`src/rtl/difftest_mhpm_pkg.sv`:
```
// Shared constants for the difftest hpm-counter overflow event source.
package difftest_mhpm_pkg;

    localparam int unsigned OVF_W_DEFAULT = 64;
    localparam int unsigned COAL_W        = 16;

    // Capturable counters: mhpmcounter3..31; cycle/time/instret and bits >= 32 never report.
    localparam int unsigned LEGAL_LO = 3;
    localparam int unsigned LEGAL_HI = 32;

    localparam logic [63:0] LEGAL_MASK =
        ((64'd1 << LEGAL_HI) - 64'd1) & ~((64'd1 << LEGAL_LO) - 64'd1);

    function automatic logic legal_bit(input int unsigned idx);
        return (idx >= LEGAL_LO) && (idx < LEGAL_HI);
    endfunction

endpackage

```
`src/rtl/sat_counter.sv`:
```
// Statistics counter with selectable saturate-at-max or modulo-wrap behaviour.
module sat_counter #(
    parameter int unsigned WIDTH    = 16,
    parameter bit          SATURATE = 1'b1
) (
    input  logic             clock,
    input  logic             reset,
    input  logic             inc,
    output logic [WIDTH-1:0] count
);

    logic at_max;

    assign at_max = (count == '1);

    always_ff @(posedge clock) begin
        if (reset) begin
            count <= '0;
        end else if (inc && !(SATURATE && at_max)) begin
            count <= count + 1'b1;
        end
    end

endmodule

```
`src/rtl/difftest_mhpm_overflow_source.sv`:
```
// Coalesces per-counter overflow strobes into single-entry difftest overflow events.
module difftest_mhpm_overflow_source
    import difftest_mhpm_pkg::*;
#(
    parameter int unsigned OVF_W  = OVF_W_DEFAULT,
    parameter int unsigned STAT_W = 32
) (
    input  logic              clock,
    input  logic              reset,
    input  logic [OVF_W-1:0]  io_ovf_pulse,
    input  logic [OVF_W-1:0]  io_ovf_en,
    input  logic [7:0]        io_coreid_in,
    input  logic              io_out_ready,
    output logic              io_out_valid,
    output logic [OVF_W-1:0]  io_out_mhpmeventOverflow,
    output logic [7:0]        io_out_coreid,
    output logic [STAT_W-1:0] io_stat_events,
    output logic [COAL_W-1:0] io_stat_coalesced
);

    logic [OVF_W-1:0] legal_mask;
    logic [OVF_W-1:0] captured;
    logic [OVF_W-1:0] pending;
    logic [OVF_W-1:0] merged;
    logic [OVF_W-1:0] out_vec;
    logic [7:0]       out_coreid;
    logic             out_valid;
    logic             fire;
    logic             empty;
    logic             coalesce;

    for (genvar g = 0; g < OVF_W; g++) begin : g_mask
        assign legal_mask[g] = legal_bit(g);
    end

    assign captured = io_ovf_pulse & io_ovf_en & legal_mask;
    assign merged   = pending | captured;
    assign fire     = out_valid & io_out_ready;
    assign empty    = !out_valid || fire;
    // pending is only non-zero while stalled, so one check covers both stall and load merges.
    assign coalesce = |(captured & pending);

    always_ff @(posedge clock) begin
        if (reset) begin
            out_valid  <= 1'b0;
            out_vec    <= '0;
            out_coreid <= '0;
            pending    <= '0;
        end else if (empty) begin
            if (merged != '0) begin
                out_valid  <= 1'b1;
                out_vec    <= merged;
                out_coreid <= io_coreid_in;
                pending    <= '0;
            end else begin
                out_valid <= 1'b0;
            end
        end else begin
            pending <= merged;
        end
    end

    sat_counter #(
        .WIDTH    (STAT_W),
        .SATURATE (1'b0)
    ) u_events (
        .clock (clock),
        .reset (reset),
        .inc   (fire),
        .count (io_stat_events)
    );

    sat_counter #(
        .WIDTH    (COAL_W),
        .SATURATE (1'b1)
    ) u_coalesced (
        .clock (clock),
        .reset (reset),
        .inc   (coalesce),
        .count (io_stat_coalesced)
    );

    assign io_out_valid             = out_valid;
    assign io_out_mhpmeventOverflow = out_vec;
    assign io_out_coreid            = out_coreid;

endmodule

```
`config.mk`:
```
export PLATFORM = sky130hd
export DESIGN_NAME = difftest_mhpm_overflow_source
export DESIGN_NICKNAME = d
export VERILOG_FILES = /design/src/rtl/difftest_mhpm_pkg.sv /design/src/rtl/sat_counter.sv /design/src/rtl/difftest_mhpm_overflow_source.sv
export SDC_FILE = /design/constraint.sdc
export NUM_CORES = 1
export LEC_CHECK = 0
export CAP_MARGIN = 20
export CORE_UTILIZATION = 46
export DETAILED_ROUTE_END_ITERATION = 6
export GPL_TIMING_DRIVEN = 1
export HOLD_SLACK_MARGIN = 0.05
export PLACE_DENSITY = 0.95
export SLEW_MARGIN = 20
export SYNTH_ARGS = -nofsm -noshare
export SYNTH_HDL_FRONTEND = slang
export SYNTH_HIERARCHICAL = 1
export SYNTH_SLANG_ARGS = --single-unit
```
`constraint.sdc`:
```
create_clock -name clock -period 3.9 [get_ports clock]
set_clock_uncertainty 0.15 [all_clocks]
set_input_delay 0.78 -clock clock [delete_from_list [all_inputs] [get_ports clock]]
set_output_delay 0.78 -clock clock [all_outputs]
set_load 0.1 [all_outputs]
```
Word level (Yosys, flattened, before mapping)

Cells that the tools add are included.

Input port bits: 139
Logic and storage cells: 24
Output and inout port bits: 121
Flip-flop bits (word level): 185

Bitwise gates (word level): 4
Multiplexer cells: 3
Add/subtract/negate cells: 2
Eq/ne operators: 2
Reductions and logical operators: 7

Operator list:

| operator                                       | count |
|---|---|
| two-way mux 64 bit                             | 2 |
| AND 32 x 64 -> 64 bit                          | 1 |
| OR 64 x 32 -> 64 bit                           | 1 |
| nonzero test 64 bit                            | 1 |
| OR reduction 64 bit                            | 1 |
| adder 32 x 1 -> 32 bit (second input constant) | 1 |
| AND 32 bit                                     | 1 |
| adder 16 x 1 -> 16 bit (second input constant) | 1 |
| equality test 16 bit (second input constant)   | 1 |
| logical NOT 1 bit                              | 2 |
| != test 2 x 1 -> 1 bit (second input constant) | 1 |
| AND reduction 2 bit                            | 1 |
| AND 1 bit                                      | 1 |
| logical AND 1 bit                              | 1 |
| logical OR 1 bit                               | 1 |
| two-way mux 1 bit                              | 1 |

Logic depth before layout (Yosys ltp)

Depth after elaboration: 5
Depth in mapped cells: 9
Gate-level depth less buffers: 8

Cells and area by module

The synthesis kept the hierarchy.

Modules (own cells, without submodules):

| module                        | cells an instance | seq. area each (µm²) | instances | area each (µm²) |
|---|---|---|---|---|
| difftest_mhpm_overflow_source | 408               | 1341.3               | 1         | 3510.9 |
| sat_counter (u_events)        | 181               | 640.6                | 1         | 1564.0 |
| sat_counter (u_coalesced)     | 96                | 320.3                | 1         | 833.3 |

Worst setup path before layout

No wires, ideal clock.

Path kind: register to register
From: reg u_events.count[9]
To: reg u_events.count[31]
Required time: 3.627 ns
Clock period less this slack: 2.783 ns
Arrival time: 2.510 ns
Setup time: 0.123 ns
Path slack: 1.117 ns
Cell stages (with the launch flop): 6
Buffers on the path: 1
Path through: dfxtp_1 nand4_2 or4_4 buf_6 nor4_4 mux2_1

Cells in the longest elaborated chain, start to end: 1

RTL lines:

| item                     | line              | text |
|---|---|---|
| start: declaration       | sat_counter.sv:9  | `output logic [WIDTH-1:0] count` |
| start signal: assignment | sat_counter.sv:20 | `count <= count + 1'b1;` |
| adder 32 x 1 -> 32 bit   | sat_counter.sv:20 |  |

Every way passes these cells.
A chain may end at the register's enable or synchronous reset.

Worst setup path after layout

From: reg u_events.count[23]
To: out io_stat_events[23]

RTL lines:

| item             | line                                | text |
|---|---|---|
| end: declaration | difftest_mhpm_overflow_source.sv:17 | `output logic [STAT_W-1:0] io_stat_events,` |

No word-level cell between the ends.

==> summary.md <==
After synthesis, the share of flip-flops with an asynchronous set or reset is 0%. After synthesis, the most frequently instantiated cells are dfxtp_1 (115), nand3_1 (75), nor2_1 (65). Number of setup violations in the final report: 0. Detailed routing placed a total of 7.84 mm of wire on met2. In this run the cell area measured after placement is 0.00741 mm2. The final layout contains 967 nets. The synthesized design devotes to its leading area cell type 39.0% of total area.

After synthesis the netlist holds a flip-flop and latch count of 115. Before antenna repair, the detailed router went through 5 iterations. The data arrival at the endpoint of the critical path was 2.04 ns; the worst slack at placement was 0.530 ns.

Across all setup checks in the final design, the least slack found is 0.931 ns. Cell with the most instances after synthesis: dfxtp_1. Minimum period implied by the final worst setup slack: 2.97 ns. The number of vias per cell is 5.36.

The worst setup path is of the reg -> out kind. The clock reaches the later pin of the worst-skew pair after 0.41 ns. In this run, post-CTS hold repair placed 0 buffers. The run gives 2 as the deepest clock path buffer count. The run gives 2.97 ns as the data required time of the critical path.

The H-tree was split into 4 levels. The run gives 496 as the number of DRC markers in iteration 0. The mean instance size in the synthesized netlist works out to 8.63 um2.

Setup repair after global routing left no endpoint under its margin. Relative to the synthesized area, the layout overhead comes to 36.3%. In this run, distinct cell masters in the synthesized netlist total 49.

The tree built by TritonCTS fans out to 115 sinks. The worst voltage drop across the vdd grid is 0.000367 V. The final hold violation count is 0. Detailed placement ended at an HPWL of 10.8 mm.

Synthesis handed over a netlist of 685 instances. Gates resized during post-CTS repair numbered 0. At the pin with the least slew margin, the transition time is 1.02 ns. The tools report the met3 routed wirelength as 928 um. The final core utilization is 64.1%, and the die width is 115 um. The worst setup path is captured at a primary output. The highest layer touched by signal routing is met4. The total instance count after detailed placement is 979, and the overall overflow remaining after global route is 0. The count of cell instances traversed by the critical path came out at 1. The run gives 0 as the number of inserted diodes.

The tools report the die area as 0.0133 mm2. The via count of the first global-routing pass is 5212. The number of setup buffers added after CTS was 0. The dominant synthesized flop cell was dfxtp_1. The run gives 0 as the final antenna-violating net count. For this configuration, the core starts out at a cell density of 47.0%.

Overall via count from detail_route: 5418. Counting the fill cells in the layout gives 1014. The logs give 24.5 mm for the first-pass GRT wire length and 0.00591 mm2 for the post-synthesis cell area.

In this run the worst path has a maximum fanout of 7. The buffers plus inverters on the worst setup path came out at 1. Number of max-slew violations in the final report: 0. The finished cells cover 0.00805 mm2.

For the met1 wire length, the log shows 6.42 mm. The floorplan step set the die height to 115 um. Power comes to 3.57 mW. Sequential cells were found to cover 39.0% of the synthesized design area. The final routed wire length divided by cell count came out at 15.3 um.

The number of I/O port buffers was 154. In this run the clock root is driven by a clkbuf_16. Measured in cells, the most critical reg-to-reg path has a length of 8. Cell taking the most area after synthesis: dfxtp_1. The tools report the kind of launch point of the worst setup path as a flop.

The number of antenna violations at the first check in global routing was 0; the number of cells on the worst hold path was 2. Sorting the synthesized cells by area gives the leading types as dfxtp_1 (39%), mux2_2 (7.4%), nand3_1 (6.4%). The flow ran to the end, and the final reports show no timing, DRC or antenna violations. Pin placement for this block handled 260 I/O pins. Traced cell by cell, the critical path runs through clkdlybuf4s50_1. In the finished design, the share of the clock period the worst path needs comes to 76.1%. The congestion estimate from routability-driven global placement came to 0.796.

Measured against its own limit, the worst slew margin works out to 31.9%. The placeable core region came out at 0.0126 mm2. The final cell count without fillers was 1011; the maximum clock frequency was 0.337 GHz. Dividing total power by cell area gives a power density of 443 mW/mm2. The path class of the lowest-slack min-delay path was reg -> reg. For this run, design rule violations remaining after detail routing come to 0. For this run, the number of Yosys warnings is 6. Clock-pin slew was measured on the worst setup and hold paths at 0.06 ns. TritonCTS created 17 clock buffers. For the floorplan row count, the log shows 41. Wires add up to 15.5 mm. In this design, the stage delay of the slowest critical-path cell is 1.18 ns. The fraction of layout instances using a drive strength above 1 is 11.7%. The analysis attributes to cell leakage a power of 2.93 nW. In the global route stage, overall resource usage came out at 23.8%. The count of maximum capacitance violations was 0; the minimum hold slack was 0.330 ns. Entering global routing, the biggest net connects 76 pins. Counting flops with a built-in enable in the synthesized netlist gives 0. The cell family contributing the most delay on the critical path is buffers and inverters.

For the final routed database, the setup TNS stands at 0 ns. TritonCTS built the clock tree. For this design, the slowest cell found on the critical path is clkdlybuf4s50_1.
==> cell families (layout without fill, tap and decap cells) <==
kind of cell,Yosys count,count (layout),synth area share [%]
AO/OA/AOI/OAI,92,92,9.59
XOR/XNOR,16,16,2.37
adder cells (fa/ha/maj),2,2,0.423
buffers and inverters,78,198,8.15
flip-flops,115,115,39.0
multiplexers,53,53,9.93
other,1,35,0.0635
AND/OR/NAND/NOR,328,328,30.5
==> cells in the final DEF (no fill, tap or decap), drive strengths merged, types with 2 or more instances in the layout <==
| cell type | Yosys | routed |
|---|---|---|
| or4 | 7 | 7 |
| o21ai | 6 | 6 |
| nand2 | 20 | 20 |
| xor2 | 10 | 10 |
| clkbuf | 25 | 17 |
| xnor2 | 6 | 6 |
| o31ai | 7 | 7 |
| o41ai | 2 | 2 |
| nand3 | 75 | 75 |
| mux2i | 11 | 11 |
| a21oi | 42 | 42 |
| nor3b | 2 | 2 |
| inv | 6 | 6 |
| bufinv | 0 | 5 |
| nand2b | 45 | 45 |
| conb | 1 | 35 |
| mux2 | 42 | 42 |
| nor2 | 65 | 65 |
| and2 | 2 | 2 |
| buf | 46 | 7 |
| nand4 | 28 | 28 |
| dfxtp | 115 | 115 |
| clkinv | 0 | 6 |
| a31oi | 3 | 3 |
| clkinvlp | 0 | 4 |
| or2 | 2 | 2 |
| o22ai | 28 | 28 |
| nor4 | 10 | 10 |
| and3 | 3 | 3 |
| nor2b | 42 | 42 |
| or3 | 6 | 6 |
| nor3 | 14 | 14 |
| and4 | 6 | 6 |
| ha | 2 | 2 |
| clkdlybuf4s50 | 0 | 153 |
==> final timing paths <==
path / end / from / slack [ns]
hold reg to reg: io_out_coreid[5] / io_out_coreid[5] / 0.33
setup / recovery: io_stat_events[23] / u_events/count[23] / 0.93
hold / removal: io_out_coreid[5] / io_out_coreid[5] / 0.33
setup reg to reg: u_coalesced/count[14] / pending[17] / 1.53
==> layer usage <==
layer	track usage [%]	up-vias
li1	-	2650
met1	26.4	2552
met2	41.6	191
met3	7.91	25
met4	9.78	0
met5	0	-
==> state kept, by name, indices dropped and copies added (netlist names) <==
signal,count
io_out_mhpmeventOverflow,29
u_coalesced/count,16
io_out_coreid,8
io_out_valid,1
pending,29
u_events/count,32
==> area by class of cell <==
| class | count | area (um2) | share of cell area [%] |
|---|---|---|---|
| clock buffers | 17 | 425 | 5.28 |
| clock inverters | 15 | 214 | 2.66 |
| inverters | 6 | 22.5 | 0.280 |
| well taps | 172 | 215 | 2.67 |
| multi-input cells | 526 | 3270 | 40.5 |
| flip-flops and latches | 115 | 2300 | 28.6 |
| repair buffers | 160 | 1610 | 20.0 |
==> power by group <==
part           internal [mW]  switching (mW)
Sequential              1.21          0.0219
Combinational          0.174           0.477
Clock                   1.13           0.565
Note: power is estimated with default switching activity, not from simulation.
